**src/rtl/uart_tx_frame_if.sv**
```systemverilog
// Word handshake between the upstream producer and the UART transmit framer.
// The producer is the master; the framer is the slave.
interface uart_tx_frame_if #(
  parameter int unsigned DATA_WIDTH = 8
);
  logic [DATA_WIDTH-1:0] tx_data;
  logic                  tx_valid;
  logic                  tx_ready;

  modport master (
    output tx_data,
    output tx_valid,
    input  tx_ready
  );

  modport slave (
    input  tx_data,
    input  tx_valid,
    output tx_ready
  );
endinterface

```
**src/rtl/uart_tx_frame.sv**
```systemverilog
// UART transmit framer: paces start, data (LSB first), optional parity and stop
// bits on the bps_clk pulses of an external baud generator that it starts and stops.
module uart_tx_frame #(
  parameter int unsigned DATA_WIDTH = 8,
  parameter int unsigned PARITY     = 0,
  parameter int unsigned STOP_BITS  = 1
) (
  input  logic           clk,
  input  logic           rst,
  uart_tx_frame_if.slave tx_if,
  input  logic           bps_clk,
  output logic           tx_start,
  output logic           tx_done,
  output logic           uart_tx,
  output logic           busy
);

  localparam int unsigned CNT_W   = $clog2(DATA_WIDTH + 1);
  localparam bit          PAR_EN  = (PARITY == 1) || (PARITY == 2);
  localparam bit          PAR_ODD = (PARITY == 1);

  typedef enum logic [2:0] {
    S_IDLE,
    S_WAIT,
    S_DATA,
    S_PARITY,
    S_STOP
  } state_e;

  state_e                state_q, state_d;
  logic [DATA_WIDTH-1:0] shift_q, shift_d;
  logic [CNT_W-1:0]      cnt_q, cnt_d;
  logic                  stop_cnt_q, stop_cnt_d;
  logic                  par_q, par_d;
  logic                  line_q, line_d;
  logic                  ready_q, ready_d;
  logic                  start_q, start_d;
  logic                  done_q, done_d;
  logic                  accept;

  // ready_q is only ever high in IDLE, so it alone qualifies acceptance.
  assign accept = tx_if.tx_valid && ready_q;

  always_ff @(posedge clk) begin
    if (rst) begin
      state_q    <= S_IDLE;
      shift_q    <= '0;
      cnt_q      <= '0;
      stop_cnt_q <= 1'b0;
      par_q      <= 1'b0;
      line_q     <= 1'b1;
      ready_q    <= 1'b1;
      start_q    <= 1'b0;
      done_q     <= 1'b0;
    end else begin
      state_q    <= state_d;
      shift_q    <= shift_d;
      cnt_q      <= cnt_d;
      stop_cnt_q <= stop_cnt_d;
      par_q      <= par_d;
      line_q     <= line_d;
      ready_q    <= ready_d;
      start_q    <= start_d;
      done_q     <= done_d;
    end
  end

  always_comb begin
    state_d    = state_q;
    shift_d    = shift_q;
    cnt_d      = cnt_q;
    stop_cnt_d = stop_cnt_q;
    par_d      = par_q;
    line_d     = line_q;
    ready_d    = ready_q;
    start_d    = 1'b0;
    done_d     = 1'b0;

    unique case (state_q)
      S_IDLE: begin
        // ready returns one cycle after the tx_done pulse, not with it
        if (done_q) begin
          ready_d = 1'b1;
        end
        if (accept) begin
          shift_d = tx_if.tx_data;
          par_d   = PAR_ODD ? ~(^tx_if.tx_data) : ^tx_if.tx_data;
          start_d = 1'b1;
          ready_d = 1'b0;
          state_d = S_WAIT;
        end
      end

      S_WAIT: begin
        if (bps_clk) begin
          line_d  = 1'b0;
          cnt_d   = '0;
          state_d = S_DATA;
        end
      end

      S_DATA: begin
        if (bps_clk) begin
          if (cnt_q == CNT_W'(DATA_WIDTH)) begin
            stop_cnt_d = 1'b0;
            if (PAR_EN) begin
              line_d  = par_q;
              state_d = S_PARITY;
            end else begin
              line_d  = 1'b1;
              state_d = S_STOP;
            end
          end else begin
            line_d  = shift_q[0];
            shift_d = shift_q >> 1;
            cnt_d   = cnt_q + CNT_W'(1);
          end
        end
      end

      S_PARITY: begin
        if (bps_clk) begin
          line_d     = 1'b1;
          stop_cnt_d = 1'b0;
          state_d    = S_STOP;
        end
      end

      S_STOP: begin
        if (bps_clk) begin
          if (stop_cnt_q == 1'(STOP_BITS - 1)) begin
            done_d  = 1'b1;
            state_d = S_IDLE;
          end else begin
            stop_cnt_d = 1'b1;
          end
        end
      end

      default: state_d = S_IDLE;
    endcase
  end

  assign tx_if.tx_ready = ready_q;
  assign busy           = ~ready_q;
  assign tx_start       = start_q;
  assign tx_done        = done_q;
  assign uart_tx        = line_q;

  a_start_done_excl: assert property (@(posedge clk) disable iff (rst)
    !(start_q && done_q));
  a_start_single: assert property (@(posedge clk) disable iff (rst)
    start_q |=> !start_q);

endmodule

```
**src/flat_wrapper.sv**
```systemverilog
// flat-port wrapper written by rule: the top's interface ports become plain ports
module uart_tx_frame_flat 
#(
  parameter int unsigned DATA_WIDTH = 8,
  parameter int unsigned PARITY     = 0,
  parameter int unsigned STOP_BITS  = 1
)
  (clk, rst, bps_clk, tx_start, tx_done, uart_tx, busy, tx_if_tx_data, tx_if_tx_valid, tx_if_tx_ready);
  uart_tx_frame_if #(.DATA_WIDTH(DATA_WIDTH)) tx_if_i ();
  input  logic clk;
  input  logic rst;
  input  logic bps_clk;
  output logic tx_start;
  output logic tx_done;
  output logic uart_tx;
  output logic busy;
  input wire logic [$bits(tx_if_i.tx_data)-1:0] tx_if_tx_data;
  input wire logic [$bits(tx_if_i.tx_valid)-1:0] tx_if_tx_valid;
  output wire logic [$bits(tx_if_i.tx_ready)-1:0] tx_if_tx_ready;
  assign tx_if_i.tx_data = tx_if_tx_data;
  assign tx_if_i.tx_valid = tx_if_tx_valid;
  assign tx_if_tx_ready = tx_if_i.tx_ready;
  uart_tx_frame #(.DATA_WIDTH(DATA_WIDTH), .PARITY(PARITY), .STOP_BITS(STOP_BITS)) u_core (.clk(clk), .rst(rst), .tx_if(tx_if_i), .bps_clk(bps_clk), .tx_start(tx_start), .tx_done(tx_done), .uart_tx(uart_tx), .busy(busy));
endmodule
```
**config.mk**
```make
export PLATFORM = sky130hd
export DESIGN_NAME = uart_tx_frame_flat
export DESIGN_NICKNAME = d
export VERILOG_FILES = /design/src/rtl/uart_tx_frame_if.sv /design/src/rtl/uart_tx_frame.sv /design/src/flat_wrapper.sv
export SDC_FILE = /design/constraint.sdc
export NUM_CORES = 1
export LEC_CHECK = 0
export ABC_AREA = 1
export CORE_AREA = 5 5 62 47
export CTS_CLUSTER_DIAMETER = 60
export DETAILED_ROUTE_END_ITERATION = 16
export DIE_AREA = 0 0 67 52
export PLACE_DENSITY = 0.73
export REMOVE_ABC_BUFFERS = 1
export SYNTH_ARGS = -nofsm -noshare
export SYNTH_HDL_FRONTEND = slang
export SYNTH_SLANG_ARGS = --single-unit
```
**constraint.sdc**
```tcl
create_clock -name clk -period 1.3 [get_ports clk]
set_input_delay 0.195 -clock clk [delete_from_list [all_inputs] [get_ports clk]]
set_output_delay 0.195 -clock clk [all_outputs]
set_load 0.05 [all_outputs]
```
# --- Word level (Yosys, flattened, before mapping) ---
# Index checks and enable logic that the tools add are counted.
word_totals:
  reg_bits: 20
  input_bits: 12
  out_inout_bits: 5
  elab_cells: 71
op_classes:
  n_addsub: 1
  eq_ne: 13
  n_mux: 30
  n_bitwise: 4
  n_reduce_logical: 15
ops:
  columns: ["cell", "n"]
  rows:
  - ["$mux 8", 3]
  - ["$mux 3", 7]
  - ["$pmux 8 s2", 1]
  - ["$pmux 3 s5", 1]
  - ["$mux 1", 12]
  - ["$mux 4", 3]
  - ["$ne 2x2->1 const B", 6]
  - ["$reduce_and 4->1", 3]
  - ["$pmux 4 s2", 1]
  - ["$reduce_and 7->1", 1]
  - ["$eq 3x2->1 const B", 2]
  - ["$pmux 1 s3", 2]
  - ["$reduce_bool 2->1", 3]
  - ["$reduce_bool 3->1", 2]
  - ["$reduce_and 5->1", 1]
  - ["$add 4x1->4 const B", 1]
  - ["$eq 4x4->1 const B", 1]
  - ["$ne 2x1->1 const B", 2]
  - ["$not 1->1", 4]
  - ["$eq 3x1->1 const B", 1]
  - ["$eq 3x3->1 const B", 1]
  - ["$logic_not 3->1", 1]
  - ["$reduce_or 3->1", 1]
  - ["$reduce_and 2->1", 1]
  - ["2 further kinds", 2]

# --- Depth between registers and ports, before layout ---
depth:
  word_depth: 4
  mapped_depth: 9
  depth_no_buf: 8

# --- Worst setup path after synthesis ---
# OpenSTA, ideal clock, no wires.
synth_timing:
  kind: "register to register"
  startpoint: "register u_core.ready_q (netlist: u_core.tx_if.tx_ready)"
  endpoint: "register u_core.shift_q[1]"
  setup_ns: 0.113
  arrival_time_ns: 1.259
  t_required_ns: 1.187
  path_slack_ns: -0.071
  path_stages_with_launch: 7
  n_path_buf: 1
  synth_period_minus_slack_ns: 1.371
  path_cell_list: "dfxtp_1 -> nand3_2 -> nand2_4 -> buf_6 -> nand3_1 -> nand2_1 -> nor2_1"
synth_between:
  elab_chain_len: 3
synth_lines:
  columns: ["item", "line_no", "source"]
  rows:
  - ["start, declared", "uart_tx_frame.sv:36", "logic ready_q, ready_d;"]
  - ["start signal, assigned", "uart_tx_frame.sv:62", "ready_q <= ready_d;"]
  - ["$logic_and 1x1->1", "uart_tx_frame.sv:42", "assign accept = tx_if.tx_valid && ready_q;"]
  - ["$ne 2x1->1 (no source line)", null, null]
  - ["$reduce_and 4->1 (no source line)", null, null]
  - ["end signal, assigned", "uart_tx_frame.sv:57", "shift_q <= shift_d;"]
  - ["end, declared", "uart_tx_frame.sv:31", "logic [DATA_WIDTH-1:0] shift_q, shift_d;"]
# No other way between the ends.
# A chain may end at the register's enable or synchronous reset.

# --- Worst setup path in the final report ---
layout_timing:
  startpoint: "register u_core.state_q[2]"
  endpoint: "register u_core.shift_q[5]"
layout_between:
  elab_chain_len: 3
  elab_cells_between_ends: 8
  cone_classes: "eq/ne (4); mux (1); reduce/logical (3)"
layout_lines:
  columns: ["item", "line_no", "source"]
  rows:
  - ["start, declared", "uart_tx_frame.sv:30", "state_e state_q, state_d;"]
  - ["start signal, assigned", "uart_tx_frame.sv:56", "state_q <= state_d;"]
  - ["$eq 3x2->1 / $logic_not 3->1 (equally long branches)", "uart_tx_frame.sv:79", "unique case (state_q)"]
  - ["$ne 2x2->1 (no source line) (tied with other cells)", null, null]
  - ["$reduce_and 4->1 (no source line)", null, null]
# Several ways; a longest one is shown, not always the timed one.

==> results.md <==
* Status: complete, no violations
* Post-DRT Antenna Nets at 0
* Max_cap viols at 0
* PortBufs at 16
* CTS H-tree lvls at 1
* Register Area at 393 µm²
* Cell Count, Final, Fillers Out at between 200 and 250
* RSZ-0062 raised after global routing: true
* Via count at 985
* CP Depth at 9
* Min-delay worst type: flip-flop to flip-flop
* Post-synthesis sequential area ratio at 39.4%
* Setup slack after layout at 0.0271 ns
* Clock Sinks at 19
* Register bit total from synthesis at 19
* Vias/cell at 4.90
* Core area at 2310 µm²
* Avg Cell Area, Syn at 7.10 µm²
* Crit end category: flip-flop
* Share of layout cells above drive strength 1 at 29.3%
* Root Buffer: clkbuf_4
* Overflow after GRT at 0
* DR iter-0 viols at 24
* Netlist cell types at 24
* Area of the multi-input gates at roughly 600 µm²
* Final design utilization at 61.8%
* CTS tree: done
* Peak supply drop at 0.000989 V
* Clock Path Buffers at 2
* Gpl congestion at a little over 0.8
* Setup crit start kind: flip-flop
* Worst-skew pair later-pin latency at 0.30 ns
* FILL cells at roughly 200
* Cell Chain, Critical Path: inv_4 > nand2_4 > nor2_4 > buf_4 > buf_4 > nand2_1 > nand3_1 > nand2_1 > nor2_1
* Nets at roughly 180
* Final hold vios at 0
* Post-layout min period at 1.27 ns
* Post-synth EDFFs at 0
* Area Overhead vs Synth at 47.7%
* Final setup fails at 0
* Antenna violations before repair at 0
* Synth Flop Type: dfxtp_1
* Crit-path max cell delay at 0.39 ns
* Mapped cell area at 966 µm²
* CTS Buf Count at 3
* Drt pass-1 iters at 4
* Critical Path AT at 1.51 ns
* Starting Density at 41.8%
* Most frequent cells in the layout: nand2_1, nor2_1, dfxtp_1
* Worst-margin pin slew at between 0.3 and 0.4 ns
* Commonest non-fill, non-tap cell in the layout: nand2_1
* Crit path buf inv count at 3
* WS Path Type: flip-flop to flip-flop
* Largest cells by area after synthesis: dfxtp_1, nand2_1, nor2_1
* Place WS at -0.0946 ns
* Power per cell area at roughly 2000 nW/µm²
* Worst path top cell family by delay: simple AND/OR/NAND/NOR gates
* Synth top area share at 39.4%
* Clk slew on worst S/H paths at 0.11 ns
* Area leader, netlist: dfxtp_1
* Max Clock Freq at just under 0.8 GHz
* P_leak at 0.000644 µW
* Slowest-stage cell, CP: dfxtp_4
* # rows at 15
* Ys async rst share at 0%
* Drt total wl at 2.35 mm
* Ant. Diodes at 0
* Worst slew margin at between 70 and 80%
* Syn Inst Count at 136
* Worst Clk Skew at 0.00592 ns
* CTS Hold Bufs at 0
* Hpwl dp at 1.64 mm
* Hold path depth at 2
* Placed Cells at roughly 190
* Wirelength per Cell at 11.7 µm
* Fin. max-slew vios at 0
* Drt drc at 0
* Die area at 3480 µm²
* IO Pins at 17
* Width of the die at 67 µm
* Tcrit/Tclk final at ~100%
* Die height at 52 µm
* Vias in the first global route at 837
* Largest net degree at the start of global routing at 14
* First-pass GRT wire length at 3.53 mm
* Worst Path Max Fanout at 6
* YS warnings at 0
* Required @ worst endpoint at roughly 1.5 ns
* R2r worst-path depth at 9
* GRT Resource Usage Total at 13.3%
report_power, final:
group	switching, µW	total [µW]	leakage (µW)	internal (µW)
clock	187	306	0.0000150	120
combinational	895	1600	0.000471	700
sequential	207	1010	0.000158	806
path summary, 6_finish.rpt:
| kind | from | end | slack [ns] |
|---|---|---|---|
| max | u_core.state_q[2] | u_core.shift_q[5] | 0.03 |
| min | u_core.shift_q[0] | u_core.shift_q[0] | 0.50 |
| max reg2reg | u_core.state_q[2] | u_core.shift_q[5] | 0.03 |
| min reg2reg | u_core.shift_q[0] | u_core.shift_q[0] | 0.50 |
worst reg2reg max path, cell delays in order, from the launching register on:
cell	delay (ns)
dfxtp_4	0.39
inv_4	0.07
nand2_4	0.05
nor2_4	0.16
buf_4	0.15
buf_4	0.13
nand2_1	0.05
nand3_1	0.07
nand2_1	0.05
nor2_1	0.09
layout make-up:
type,count,share of cell area (%)
clock buffer,4,1.84
multi-input combinational,102,41.6
sequential,19,27.5
inverter,13,3.60
tap,34,2.98
timing repair buffer,29,22.5
metal layers:
| metal | vias up | share of wire [%] | GRT usage (%) |
|---|---|---|---|
| li1 | 509 | - | - |
| met1 | 442 | 47 | 16.6 |
| met2 | 30 | 48 | 22.7 |
| met3 | 4 | 4.8 | 4.75 |
| met4 | 0 | 0.72 | 1.01 |
| met5 | - | 0 | 0 |
metrics by stage:
| step | hold slack, ns | area (µm²) | setup TNS, ns | total power, µW |
|---|---|---|---|---|
| 2_1_floorplan | 0.264 | 938 | -0.123 | 1810 |
| 3_3_place_gp | 0.465 | 1280 | -0.427 | 2280 |
| 3_5_place_dp | 0.479 | 1280 | -0.849 | 2330 |
| 4_1_cts | 0.496 | 1350 | 0 | 2760 |
| 5_1_grt | 0.525 | 1430 | -0.148 | 3110 |
| 6_report | 0.495 | 1430 | 0 | 2910 |
cells in the mapped netlist, types with 3 or more instances:
cell type / instances
inv_1: 11
a22oi_1: 3
nand3_1: 14
dfxtp_1: 19
a21oi_1: 4
o21ai_0: 4
nor2_1: 23
nand2_1: 35
kinds of logic (layout without fill, tap and decap cells):
family	count (synthesis)	in the layout	share of synthesized area, %
flops	19	19	39.4
buf+inv	16	46	7.90
simple gates	86	87	42.0
compound gates	13	13	8.16
fa+ha+maj	2	2	2.59
state kept, by name, indices dropped and copies added, names as in the netlist:
signal / cells
u_core.cnt_q: 4
u_core.shift_q: 8
u_core.state_q: 3
u_core.tx_done: 1
u_core.tx_if.tx_ready: 1
u_core.tx_start: 1
u_core.uart_tx: 1
timing repair:
action                                  in CTS  in global routing
setup buffers                                0                  3
pin swaps                                    1                  5
endpoints found under the setup margin       9                 15
resized for setup                           10                 17
cloned                                       1                  0
Note: power is estimated with default switching activity, not from simulation.
